[src/rtl/ccsds_rand_pkg.sv]
// ---------------------------------------------------------------------------
// ccsds_rand_pkg
// Shared definitions for the CCSDS dual-LFSR (x, y) symbol scrambler:
//   - 18-bit LFSR state width and the packed (x, y) state struct
//   - default reseed values
//   - feedback taps and Q-mask taps, expressed as bit masks
//   - lfsr_step : advance an (x, y) state by one symbol
//   - lfsr_mask : 2-bit {Q, I} scrambling mask of an (x, y) state
// ---------------------------------------------------------------------------
package ccsds_rand_pkg;

   localparam int STATE_W = 18;

   typedef logic [STATE_W-1:0] state_t;

   typedef struct packed {
      state_t x;
      state_t y;
   } lfsr_t;

   localparam state_t DEF_X_SEED = 18'h00001;
   localparam state_t DEF_Y_SEED = 18'h3FFFF;

   // Feedback taps: x uses bits 7,0; y uses bits 10,7,5,0.
   localparam state_t X_FB_TAPS  = 18'h00081;
   localparam state_t Y_FB_TAPS  = 18'h004A1;

   // Q-mask taps: x bits 4,6,15; y bits 5,6,8..15.
   localparam state_t X_Q_TAPS   = 18'h08050;
   localparam state_t Y_Q_TAPS   = 18'h0FF60;

   // One step: shift right, feedback XOR enters at the MSB.
   function automatic lfsr_t lfsr_step(input lfsr_t s);
      lfsr_t n;
      n.x = {^(s.x & X_FB_TAPS), s.x[STATE_W-1:1]};
      n.y = {^(s.y & Y_FB_TAPS), s.y[STATE_W-1:1]};
      return n;
   endfunction

   // Mask packed as {Q, I}, matching the symbol packing on the data ports.
   function automatic logic [1:0] lfsr_mask(input lfsr_t s);
      return {(^(s.x & X_Q_TAPS)) ^ (^(s.y & Y_Q_TAPS)), s.x[0] ^ s.y[0]};
   endfunction

endpackage

[src/rtl/ccsds_scrambler_gold_advance.sv]
// ---------------------------------------------------------------------------
// gold_advance
// Combinational N-step advance of the (x, y) LFSR pair. Symbol k's mask is
// taken from the input state advanced k steps; the output state is the input
// advanced N steps.
// Ports:
//   i_state  (x, y) state at the start of the beat
//   o_state  (x, y) state after N steps
//   o_mask   N {Q, I} masks, symbol k at bits [2k+1:2k]
// ---------------------------------------------------------------------------
module gold_advance
   import ccsds_rand_pkg::*;
#(
   parameter int N = 1
) (
   input  lfsr_t            i_state,
   output lfsr_t            o_state,
   output logic [2*N-1:0]   o_mask
);

   lfsr_t w_walk;

   // NOTE: every signal written in always_comb gets a default first, so no
   // path through the block can leave it unassigned and infer a latch.
   always_comb begin
      w_walk = i_state;
      o_mask = '0;
      for (int k = 0; k < N; k++) begin
         o_mask[2*k +: 2] = lfsr_mask(w_walk);
         w_walk           = lfsr_step(w_walk);
      end
      o_state = w_walk;
   end

endmodule

[src/rtl/ccsds_scrambler.sv]
// ---------------------------------------------------------------------------
// ccsds_scrambler
// CCSDS dual-LFSR symbol scrambler, LANES complex symbols per beat, with a
// single-register valid/ready output stage (latency 1).
// Parameters:
//   LANES      symbols per beat (1..8)
//   FRAME_LEN  symbols per frame before automatic reseed (multiple of LANES)
//   X_SEED     x-register reseed value (nonzero)
//   Y_SEED     y-register reseed value (nonzero)
// Ports:
//   i_clk, i_reset     clock, asynchronous active-high reset
//   i_valid, o_ready   input handshake (accept = i_valid && o_ready)
//   i_data             input symbols, symbol k at [2k+1:2k] = {Q, I}
//   i_sof              beat starts a frame, forces reseed
//   i_bypass           pass data unscrambled, sequence still advances
//   o_valid, i_ready   output handshake
//   o_data             scrambled symbols, same packing as i_data
//   o_sof              output beat is the first of a frame
// ---------------------------------------------------------------------------
module ccsds_scrambler
   import ccsds_rand_pkg::*;
#(
   parameter int     LANES     = 1,
   parameter int     FRAME_LEN = 8160,
   parameter state_t X_SEED    = DEF_X_SEED,
   parameter state_t Y_SEED    = DEF_Y_SEED
) (
   input  logic               i_clk,
   input  logic               i_reset,
   input  logic               i_valid,
   output logic               o_ready,
   input  logic [2*LANES-1:0] i_data,
   input  logic               i_sof,
   input  logic               i_bypass,
   output logic               o_valid,
   input  logic               i_ready,
   output logic [2*LANES-1:0] o_data,
   output logic               o_sof
);

   localparam int CNT_W = $clog2(FRAME_LEN + 1);
   typedef logic [CNT_W-1:0] cnt_t;
   localparam cnt_t  C_LANES = cnt_t'(LANES);
   localparam cnt_t  C_FRAME = cnt_t'(FRAME_LEN);
   localparam lfsr_t C_SEED  = '{x: X_SEED, y: Y_SEED};

   lfsr_t              r_state;
   cnt_t               r_count;
   logic               r_valid;
   logic               r_sof;
   logic [2*LANES-1:0] r_data;

   logic               w_accept;
   logic               w_reseed;
   lfsr_t              w_base;
   lfsr_t              w_next;
   logic [2*LANES-1:0] w_mask;

   assign o_ready  = !r_valid || i_ready;
   assign w_accept = i_valid && o_ready;

   // An explicit i_sof and a full-frame wrap collapse into one reseed: the
   // beat's masks come from the seeds either way.
   assign w_reseed = i_sof || (r_count == C_FRAME);
   assign w_base   = w_reseed ? C_SEED : r_state;

   gold_advance #(.N(LANES)) u_advance (
      .i_state (w_base),
      .o_state (w_next),
      .o_mask  (w_mask)
   );

   // NOTE: sequential state uses non-blocking assignments so every register
   // samples pre-edge values regardless of statement order. All registers
   // here are plain flops (no memory arrays), so all of them are reset.
   always_ff @(posedge i_clk or posedge i_reset) begin
      if (i_reset) begin
         r_state <= C_SEED;
         r_count <= '0;
         r_valid <= 1'b0;
         r_sof   <= 1'b0;
         r_data  <= '0;
      end else if (w_accept) begin
         r_state <= w_next;
         r_count <= w_reseed ? C_LANES : r_count + C_LANES;
         r_valid <= 1'b1;
         r_sof   <= w_reseed;
         r_data  <= i_bypass ? i_data : (i_data ^ w_mask);
      end else if (i_ready) begin
         r_valid <= 1'b0;
      end
   end

   assign o_valid = r_valid;
   assign o_sof   = r_sof;
   assign o_data  = r_data;

endmodule

[config.mk]
export PLATFORM = sky130hd
export DESIGN_NAME = ccsds_scrambler
export DESIGN_NICKNAME = d
export VERILOG_FILES = /design/src/rtl/ccsds_rand_pkg.sv /design/src/rtl/ccsds_scrambler_gold_advance.sv /design/src/rtl/ccsds_scrambler.sv
export SDC_FILE = /design/constraint.sdc
export NUM_CORES = 1
export LEC_CHECK = 0
export BUFFER_PORTS_ARGS = -buffer_cell sky130_fd_sc_hd__buf_2
export CELL_PAD_IN_SITES_DETAIL_PLACEMENT = 1
export CELL_PAD_IN_SITES_GLOBAL_PLACEMENT = 1
export CORE_MARGIN = 2
export CORE_UTILIZATION = 46
export CTS_BUF_LIST = sky130_fd_sc_hd__clkbuf_4 sky130_fd_sc_hd__clkbuf_8
export DETAILED_ROUTE_END_ITERATION = 8
export PLACE_DENSITY = 0.87
export SYNTH_ARGS = -nofsm -noshare
export SYNTH_HDL_FRONTEND = slang
export SYNTH_SLANG_ARGS = --single-unit
[constraint.sdc]
create_clock -name i_clk -period 2.2 [get_ports i_clk]
set_clock_uncertainty 0.2 [all_clocks]
set_input_delay 0.22 -clock i_clk [delete_from_list [all_inputs] [get_ports i_clk]]
set_output_delay 0.22 -clock i_clk [all_outputs]
set_load 0.01 [all_outputs]
==> impl_metrics.csv <==
group,metric,value,unit
status,outcome,"completed",
critical_path,cp_max_fo,3,
pwr,cellPowerDensity,761,nW/um2
detailed_routing,ant_nets,0,
sta,max_freq,479,MHz
clock_tree,h-tree-depth,2,
synthesis,yosys_register_bits,53,
detailed_routing,drc,0,
die,start_util,48.4,%
global_routing,grtUsageTotal,18.6,%
place,globalplace.congestion,0.754,
detailed_routing,totalWireLength,4600,um
synthesis,syn_inst,196,
critical_path,r2r-start,"r_state[12]",
critical_path,ff2ff_path_depth,5,
clock_tree,root_buffer,"clkbuf_8",
clock_tree,clkSinkCount,53,
sta,fin_crit_sh,95.0,%
finish,fillers,532,
sta,tightestPinTransition,0.520,ns
sta,rsz0062_at_grt,"false",
finish,layout_commonest_cell,"dfrtp_1",
clock_tree,path_clk_slew,0.10,ns
clock_tree,clk_latency,0.31,ns
clock_tree,cts_buffer_depth,2,
critical_path,crit_top_cell,"xnor3_1",
clock_tree,cts_buffers,5,
global_routing,grt_pass1_wl,7760,um
detailed_routing,first_pass_iters,4,
finish,finalNetCount,222,
clock_tree,cts_tree,"done",
synthesis,avgSynthCellArea,11.9,um2
global_routing,grt_start_max_net_pins,30,
global_routing,antenna_found_initial,0,
detailed_routing,wl_per_cell,16.4,um
critical_path,path_cells,"xnor3_1 -> xnor3_1 -> xnor2_1 -> and3b_2 -> o31a_1",
hold_path,hp-start,"i_data[0]",
synthesis,syn-num-nets,206,
critical_path,max_stage_delay,0.57,ns
synthesis,ys_seq_area_share,57.9,%
detailed_routing,vias,1576,
critical_path,crit_arrival,2.09,ns
sta,slew_headroom,65.2,%
die,die_h,75.2,um
critical_path,endpoint_kind,"flip-flop",
pwr,vdd_drop_max,0.000490,V
synthesis,ys_types,34,
sta,slew_viol_final,0,
critical_path,startpoint_type,"flip-flop",
finish,n_antenna_cell,0,
pwr,leakagePower,0.00112,uW
critical_path,critPathRequiredTime,2.20,ns
sta,fin_tns_setup,0,ns
synthesis,synth_warnings,0,
die,core,4820,um2
sta,setup_slack,0.111,ns
sta,fin_crit,2.09,ns
critical_path,rrSetupSlack,0.11,ns
finish,final_cell_mix,"dfrtp_1 (34), dfstp_2 (19), a22o_1 (17)",
place,place_hpwl,3100,um
critical_path,cp_slowest_cell,"dfstp_2",
place,portBuffers,12,
hold_path,worstHoldPathCells,3,
critical_path,path_class,"reg -> reg",
global_routing,gr-total-overflow,0,
finish,drive_above_1_share,23.0,%
synthesis,netlist_area,2330,um2
global_routing,grt_pass1_vias,1625,
sta,finalHoldViolCount,0,
die,die-area,5650,um2
die,rows,25,
die,chipWidth,75.2,um
die,boundaryPins,13,
job,maxCapViolCount,0,
finish,area_growth,12.9,%
place,dp_slack,0.0507,ns
critical_path,worstReg2RegEnd,"o_data[1]",
hold_path,hold_end,"o_data[0]",
detailed_routing,via_per_inst,5.63,
detailed_routing,drt_iter0_markers,71,
hold_path,hold_path_class,"in -> reg",
sta,finalSetupViolCount,0,
[through the flow]
step           hold WS [ns]  util, %  instance area, um2  power [uW]  instances
2_1_floorplan         0.128        -                2330        1270        196
3_3_place_gp         0.0827     51.8                2490        1330        270
3_5_place_dp         0.0809     51.8                2490        1350        270
4_1_cts              0.0238     54.6                2630        2030        280
5_1_grt              0.0262     54.6                2630        2100        280
6_report             0.0271     54.6                2630        2000        280
[critical path, delay by kind of cell (launching register included)]
family | cells | cell delay (ns)
flip-flops | 1 | 0.57
AO/OA/AOI/OAI | 1 | 0.23
AND/OR/NAND/NOR | 1 | 0.20
XOR/XNOR | 3 | 0.78
[routing by layer]
| metal | vias to the layer above | routed length, um | GRT usage, % |
|---|---|---|---|
| li1 | 741 | - | - |
| met1 | 808 | 2070 | 23.5 |
| met2 | 19 | 2340 | 31.0 |
| met3 | 8 | 106 | 4.55 |
| met4 | 0 | 93 | 7.21 |
| met5 | - | 0 | 0 |
[final cells by class]
class | instances | area (um2) | share of cell area (%)
clock buffer | 5 | 68.8 | 2.62
clock inverter | 3 | 47.5 | 1.81
inverter | 4 | 15.0 | 0.571
multi-input combinational | 128 | 915 | 34.8
sequential | 53 | 1350 | 51.3
tap | 67 | 83.8 | 3.19
timing repair buffer | 20 | 150 | 5.71
[how the worst max path moves through the flow]
| stage | startpoint | end | slack (ns) | cells past startpoint |
|---|---|---|---|---|
| floorplan | r_state[10] | o_data[1] | 0.16 | 5 |
| global placement | r_state[10] | o_data[1] | 0.11 | 5 |
| detailed placement | r_state[10] | o_data[1] | 0.05 | 5 |
| CTS | r_state[10] | o_data[1] | 0.04 | 5 |
| global route | r_count[1] | r_state[28] | 0.005 | 8 |
| finish | r_state[12] | o_data[1] | 0.11 | 5 |
[registers in the layout (all words and copies together) (netlist names)]
signal and cells:
o_valid 1, r_state 36, o_data 2, o_sof 1, r_count 13
[cell usage after synthesis (all sizes together)]
| library cell | count | area [um2] |
|---|---|---|
| clkbuf | 7 | 26.3 |
| and3b | 1 | 10.0 |
| xor2 | 2 | 17.5 |
| xnor3 | 3 | 67.6 |
| or2 | 1 | 6.26 |
| o22a | 17 | 150 |
| nand4bb | 1 | 11.3 |
| a22o | 17 | 149 |
| and3 | 1 | 6.26 |
| nor3 | 5 | 25.0 |
| or3 | 2 | 12.5 |
| ha | 2 | 25.0 |
| nor2 | 8 | 30.0 |
| a21boi | 1 | 7.51 |
| o31a | 1 | 8.76 |
| and4 | 2 | 17.5 |
| dfrtp | 34 | 851 |
| nand3 | 3 | 15.0 |
| nor2b | 1 | 6.26 |
| inv | 4 | 15.0 |
| xnor2 | 12 | 105 |
| nand2b | 3 | 18.8 |
| dfstp | 19 | 499 |
| and2 | 2 | 12.5 |
| nand4b | 1 | 8.76 |
| buf | 4 | 23.8 |
| a21oi | 5 | 25.0 |
| nand2 | 15 | 56.3 |
| o21ai | 15 | 75.1 |
| nand4 | 4 | 25.0 |
| o31ai | 3 | 22.5 |
[timing repair]
item	in CTS	in global routing
endpoints found under the hold margin	6	0
hold buffers	2	0
resized for setup	0	0
setup buffers	0	0
setup endpoints to repair	0	1
[kinds of logic (layout without fill, tap and decap cells)]
group	Yosys count	after routing	synth area share (%)
simple gates	50	50	11.2
buf+inv	15	32	2.79
fa+ha+maj	2	2	1.07
compound gates	59	59	18.8
xor+xnor	17	17	8.16
flops	53	53	57.9
[power breakdown]
part	switching (uW)	internal [uW]
Clock	325	347
Combinational	128	116
Sequential	48.1	1040
Note: power is estimated with default switching activity, not from simulation.
